**config.mk**
```make
export PLATFORM = sky130hd
export DESIGN_NAME = hazard_unit
export DESIGN_NICKNAME = d
export VERILOG_FILES = /design/src/rtl/hazard_unit.sv
export SDC_FILE = /design/constraint.sdc
export NUM_CORES = 1
export LEC_CHECK = 0
export CORE_ASPECT_RATIO = 0.9
export CORE_UTILIZATION = 53
export CTS_BUF_LIST = sky130_fd_sc_hd__clkbuf_4
export CTS_CLUSTER_SIZE = 28
export DETAILED_ROUTE_END_ITERATION = 8
export HOLD_SLACK_MARGIN = 0.08
export PLACE_DENSITY_LB_ADDON = 0.25
export SYNTH_ARGS = -nofsm -noshare
export SYNTH_HDL_FRONTEND = slang
export SYNTH_SLANG_ARGS = --single-unit
export TNS_END_PERCENT = 20
```
**constraint.sdc**
```tcl
create_clock -name clk -period 8.15 [get_ports clk]
set_clock_uncertainty 0.2 [all_clocks]
set_input_delay 2.445 -clock clk [delete_from_list [all_inputs] [get_ports clk]]
set_output_delay 2.445 -clock clk [all_outputs]
set_load 0.005 [all_outputs]
```
**src/rtl/hazard_unit.sv**
```systemverilog
// Hazard unit for the 5-stage MIPS core: shadow EX/MEM/WB tracking, stall/bubble/flush and forwarding selects.
// Optional macro FORWARD_EN: enables EX/MEM and MEM/WB forwarding; when undefined the core interlocks on every RAW.
module hazard_unit #(
    parameter int STALL_CNT_W = 16
) (
    input  logic                   clk,
    input  logic                   rst,
    input  logic                   id_valid,
    input  logic [4:0]             id_rs,
    input  logic [4:0]             id_rt,
    input  logic [4:0]             id_rd,
    input  logic                   id_regwrite,
    input  logic                   id_memread,
    input  logic                   id_ifflush,
    output logic                   stall,
    output logic                   bubble,
    output logic                   flush_if,
    output logic [1:0]             forward_a,
    output logic [1:0]             forward_b,
    output logic [STALL_CNT_W-1:0] stall_count
);

    typedef struct packed {
        logic       regwrite;
        logic       memread;
        logic [4:0] rd;
        logic [4:0] rs;
        logic [4:0] rt;
    } shadow_t;

    localparam shadow_t BUBBLE = '0;

    logic                   vld_p0, vld_p1, vld_p2;
    shadow_t                ex_p0, mem_p1, wb_p2;
    shadow_t                id_entry;
    logic [STALL_CNT_W-1:0] stall_count_q;
    logic                   stall_c;
    logic                   unused_shadow;

    function automatic logic reg_hit(input logic [4:0] dst, input logic [4:0] src);
        return (dst != 5'd0) && (dst == src);
    endfunction

    function automatic logic reads_dst(input shadow_t p, input logic [4:0] rs, input logic [4:0] rt);
        return reg_hit(p.rd, rs) || reg_hit(p.rd, rt);
    endfunction

    function automatic logic [STALL_CNT_W-1:0] sat_inc(input logic [STALL_CNT_W-1:0] v);
        return (&v) ? v : v + STALL_CNT_W'(1);
    endfunction

`ifdef FORWARD_EN
    // MEM is the younger producer, so it takes priority over WB.
    function automatic logic [1:0] fwd_sel(input shadow_t mem, input shadow_t wb, input logic [4:0] src);
        if (mem.regwrite && reg_hit(mem.rd, src)) begin
            return 2'b10;
        end
        if (wb.regwrite && reg_hit(wb.rd, src)) begin
            return 2'b01;
        end
        return 2'b00;
    endfunction
`endif

    always_comb begin
        id_entry          = BUBBLE;
        id_entry.regwrite = id_regwrite;
        id_entry.memread  = id_memread;
        id_entry.rd       = id_rd;
        id_entry.rs       = id_rs;
        id_entry.rt       = id_rt;
    end

    always_comb begin
        stall_c   = 1'b0;
        forward_a = 2'b00;
        forward_b = 2'b00;
`ifdef FORWARD_EN
        stall_c   = id_valid && vld_p0 && ex_p0.memread && reads_dst(ex_p0, id_rs, id_rt);
        forward_a = fwd_sel(mem_p1, wb_p2, ex_p0.rs);
        forward_b = fwd_sel(mem_p1, wb_p2, ex_p0.rt);
`else
        // Without forwarding, any pending write in EX or MEM blocks the reader; WB is write-through.
        stall_c = id_valid &&
                  ((vld_p0 && ex_p0.regwrite  && reads_dst(ex_p0,  id_rs, id_rt)) ||
                   (vld_p1 && mem_p1.regwrite && reads_dst(mem_p1, id_rs, id_rt)));
`endif
    end

    assign stall       = stall_c;
    assign bubble      = stall_c;
    assign flush_if    = id_valid & id_ifflush & ~stall_c;
    assign stall_count = stall_count_q;

    // Fields retained in the shadow copy that the selected build does not consume.
    assign unused_shadow = ^{vld_p1, vld_p2, ex_p0, mem_p1, wb_p2};

    always_ff @(posedge clk) begin
        if (rst) begin
            vld_p0        <= 1'b0;
            vld_p1        <= 1'b0;
            vld_p2        <= 1'b0;
            ex_p0         <= BUBBLE;
            mem_p1        <= BUBBLE;
            wb_p2         <= BUBBLE;
            stall_count_q <= '0;
        end else begin
            // ID -> EX boundary: a stalled or empty ID slot enters EX as a bubble.
            if (id_valid && !stall_c) begin
                vld_p0 <= 1'b1;
                ex_p0  <= id_entry;
            end else begin
                vld_p0 <= 1'b0;
                ex_p0  <= BUBBLE;
            end
            // EX -> MEM boundary
            vld_p1 <= vld_p0;
            mem_p1 <= ex_p0;
            // MEM -> WB boundary
            vld_p2 <= vld_p1;
            wb_p2  <= mem_p1;
            if (stall_c) begin
                stall_count_q <= sat_inc(stall_count_q);
            end
        end
    end

endmodule

```
### After elaboration in Yosys (flattened, before gate mapping)

Cells that the tools add are included.

| storage, ports and cells | value |
|---|---|
| word-level logic and storage cells | 37 |
| register bits after elaboration | 30 |
| input bits | 21 |

| cells by class | value |
|---|---|
| eq/ne operators | 4 |
| multiplexer cells | 1 |
| $add $sub $neg | 1 |
| bitwise gates (word level) | 5 |
| reductions and logical operators | 19 |

Operators by type and width:

| operator | number |
|---|---|
| equality test 5 bit | 4 |
| adder 16 x 1 -> 16 bit, second input constant | 1 |
| AND reduction 16 bit | 1 |
| logical AND 1 bit | 10 |
| nonzero test 5 bit | 2 |
| logical OR 1 bit | 3 |
| NOT 1 bit | 3 |
| bitwise AND 1 bit | 2 |
| AND reduction 2 bit | 1 |
| OR reduction 2 bit | 1 |
| zero test 1 bit | 1 |
| 2-to-1 mux 1 bit | 1 |

### Depth between registers and ports, before layout

| logic depth | value |
|---|---|
| depth in word-level cells | 10 |
| mapped depth | 8 |
| gate-level depth less buffers | 7 |

### Worst setup path after synthesis

Ideal clock, no wire load.

| timing path | value |
|---|---|
| path type | input to output |
| start | input port id_rs[2] |
| end | output port flush_if |
| arrival time | 3565 ps |
| stages | 7 |
| setup slack | 1940 ps |
| cell sequence | xor2_1 -> nor3_2 -> a22oi_1 -> o22a_1 -> buf_6 -> buf_4 -> and3_1 |

| on the way | value |
|---|---|
| cells in the longest elaborated chain, start to end | 8 |
| elaborated cells between the ends (all ways) | 12 |
| classes of those cells | eq/ne: 2; bitwise: 2; reduce/logical: 8 |

Ends and longest elaborated chain:

| element | line | source |
|---|---|---|
| from (decl) | 9 | `input logic [4:0] id_rs,` |
| equality test 5 bit | 41 | `return (dst != 5'd0) && (dst == src);` |
| logical AND 1 bit | 41 |  |
| logical OR 1 bit | 45 | `return reg_hit(p.rd, rs) \|\| reg_hit(p.rd, rt);` |
| logical AND 1 bit, on equally long branches | 85, 86 |  |
| logical OR 1 bit (*) | 85 | `((vld_p0 && ex_p0.regwrite && reads_dst(ex_p0, id_rs, id_rt)) \|\|` |
| logical AND 1 bit (*) | 84 | `stall_c = id_valid &&` |
| NOT 1 bit (*) | 92 | `assign flush_if = id_valid & id_ifflush & ~stall_c;` |
| bitwise AND 1 bit (*) | 92 |  |
| to (decl) | 17 | `output logic flush_if,` |

Every way passes the cells marked *; elsewhere a longest branch is shown, timed or not.

### Worst setup path in the final report

| timing path | value |
|---|---|
| start | input port id_rs[0] |
| end | output port flush_if |

Same word-level chain as after synthesis.

==> impl_metrics.json <==
{
  "status": "finished, final reports clean",
  "slowest_delay_ps": 640,
  "synthTopCellsByCount": "dfxtp_1 (30), xor2_1 (20), nor2b_1 (13)",
  "utilization_pct": 71.9,
  "cap_violations": 0,
  "met3_usage_pct": 5.87,
  "hp-class": "flop to flop",
  "die_w_um": 59.2,
  "grt.total_usage_pct": 22.1,
  "synthAdderAreaFrac_pct": 0.801,
  "synth_simple_gate_area_share_pct": 28.3,
  "io_pins": 44,
  "relSlewSlack_pct": 55.4,
  "cp-start-kind": "input pin",
  "syn_area_mm2": 0.00156,
  "cellPowerDensity_mw_per_mm2": 132,
  "fin_setup_tns_ps": 0,
  "cts-root-buf": "clkbuf_4",
  "synth.largest_area_cell": "dfxtp_1",
  "finalNetCount": 232,
  "yosys.area.top_type_share_pct": 38.5,
  "die_y_um": 53.5,
  "drt_wl_total_mm": 3.33,
  "path_cells": "clkdlybuf4s50_1 > xor2_1 > nor3_2 > a22oi_1 > o22a_1 > and3_1 > clkdlybuf4s50_1",
  "ant_nets": 0,
  "multi_input_area_um2": 896,
  "dp.final_hpwl_mm": 2.50,
  "top_usage_layer": "met2",
  "end_kind": "primary output",
  "async_flop_share_pct": 0,
  "p_leak_nw": 0.749,
  "synth.area.top_cells": "dfxtp_1 (38%), xor2_1 (11%), nor2b_1 (5.2%)",
  "min-delay-start": "ex_p0[16]",
  "area_delta_synth_final_pct": 27.6,
  "grt-ovfl-total": 0,
  "grt_pass1_wl_mm": 5.16,
  "seqCellArea_um2": 601,
  "finalSetupViolCount": 0,
  "clk_pin_slew_ps": 90,
  "grt_max_degree": 30,
  "fmax_mhz": 133,
  "final.period_utilization_pct": 92.4,
  "min_period_ps": 7530,
  "drt_pass1_iterations": 4,
  "synthDistinctLibCells": 38,
  "cp_common_cell": "clkdlybuf4s50_1",
  "via_per_inst": 5.37,
  "numCtsBuffers": 5,
  "grt_pass1_vias": 1191,
  "grt_use_met1_pct": 28.2,
  "cts_setup_buffers": 0,
  "clk_latency_ps": 320,
  "io_buffers": 38,
  "n_fill_cell": 213,
  "core_area_mm2": 0.00277,
  "rows": 18,
  "synth_ff_type": "dfxtp_1",
  "path_class": "input pin to primary output",
  "synth-seq-area-share_pct": 38.5,
  "drt-initial-drc-count": 33,
  "start_util_pct": 56.4,
  "ir_drop_v": 0.000112,
  "use_met2_pct": 35.4,
  "numClockSinks": 30,
  "synth_top_family_by_area": "simple AND/OR/NAND/NOR gates",
  "ys_seq_elements": 30,
  "yosysWarnings": 0,
  "cp.required_ps": 5510,
  "synth_cells": 172,
  "yosysMostFrequentCell": "dfxtp_1",
  "synth_mux_area_share_pct": 3.61,
  "clk_path_buf_depth": 2,
  "route.detailed.wl_per_inst_um": 13.3,
  "ctsHoldBuffers": 0,
  "synth_compound_area_share_pct": 12.5,
  "drive_above_1_share_pct": 6.64,
  "cts_tree": "yes",
  "r2r_cells": 5,
  "rr_startpoint": "ex_p0[11]",
  "slew_violations": 0,
  "path_buf_inv": 2,
  "antenna_found_initial": 0,
  "synth_edf_count": 0,
  "antennaDiodeCount": 0,
  "remaining_drc_errors": 0,
  "synth-xor-area-share_pct": 11.2,
  "syn_avg_cell_area_um2": 9.08,
  "finalHoldViolations": 0,
  "ff2ff_setup_slack_ps": 5570,
  "cp_slowest_cell": "o22a_1",
  "vias": 1348,
  "grt_setup_unrepaired": "no",
  "gp_congestion": 0.747,
  "whs_path_depth": 1,
  "critPathTopFamily": "buffers and inverters",
  "cts_resized": 0,
  "tightest_slew_ps": 668,
  "critPathMaxFanout": 20,
  "cp.arrival_ps": 4890,
  "htreeDepth": 2,
  "r2r-end": "stall_count[6]",
  "dieArea_mm2": 0.00317,
  "whs_endpoint": "mem_p1[16]"
}
## cell usage in the layout (no fill, tap or decap), types with 3 or more instances in the layout
cell type        Yosys  layout
conb_1               1       4
xor2_1              20      20
or4_1                8       8
dfxtp_1             30      30
a21oi_1              9       9
and2_1               8       8
o31ai_1              6       6
and3_1               5       5
clkbuf_4             0       6
nor2b_1             13      13
mux2_1               4       4
nor3_1               3       3
clkdlybuf4s50_1      0      38
nand3_1             10      10
nor2_1              12      12
nand2_1              4       4
## layout make-up
type | count | area share [%]
Clock buffer | 6 | 2.26
Sequential cell | 30 | 30.2
Clock inverter | 2 | 0.440
Multi-Input combinational cell | 133 | 45.0
Timing Repair Buffer | 39 | 19.5
Inverter | 1 | 0.188
Tap cell | 40 | 2.51
## worst reg2reg max path, stage by stage (launching register included)
cell	delay, ps
dfxtp_1	360
or4_1	540
o211ai_1	280
o22a_1	610
nor4_1	150
mux2_1	340
## report_power, final
part | switching (mW) | total (mW) | internal (mW)
Combinational | 0.0127 | 0.0282 | 0.0155
Clock | 0.0469 | 0.0826 | 0.0356
Sequential | 0.00247 | 0.151 | 0.149
Total | 0.0621 | 0.262 | 0.200
## stage by stage
stage / total power, mW / cells / instance area, µm² / worst slack (ps) / hold slack, ps
floorplan: 0.170 / 175 / 1570 / 1940 / 238
global placement: 0.182 / 243 / 1940 / 701 / 247
detailed placement: 0.183 / 243 / 1940 / 628 / 254
CTS: 0.264 / 251 / 1990 / 635 / 270
global route: 0.273 / 251 / 1990 / 459 / 284
finish: 0.262 / 251 / 1990 / 618 / 264
## routing by layer
metal | routed length, µm | vias up
li1 | - | 682
met1 | 1600 | 627
met2 | 1550 | 34
met3 | 142 | 5
met4 | 40 | 0
met5 | 0 | -
## logic make-up (layout without fill, tap and decap cells)
kind of cell,count (synthesis),in the layout
AND/OR/NAND/NOR,74,74
flip-flops,30,30
AO/OA/AOI/OAI,29,29
XOR/XNOR,20,20
buffers and inverters,12,48
multiplexers,5,5
adder cells (fa/ha/maj),1,1
other,1,4
## flip-flops by register name, summed over array words and instances (netlist names)
register	cells
vld_p0	1
mem_p1	6
vld_p1	1
stall_count	16
ex_p0	6
## worst max path at each step
stage | endpoint | start | cells after the start
2_1_floorplan | flush_if | id_rs[2] | 7
3_3_place_gp | flush_if | id_rs[0] | 7
3_5_place_dp | flush_if | id_rs[4] | 7
4_1_cts | flush_if | id_rs[0] | 7
5_1_grt | flush_if | id_rs[1] | 7
6_report | flush_if | id_rs[0] | 7
Power figures use the tool's default switching activity.
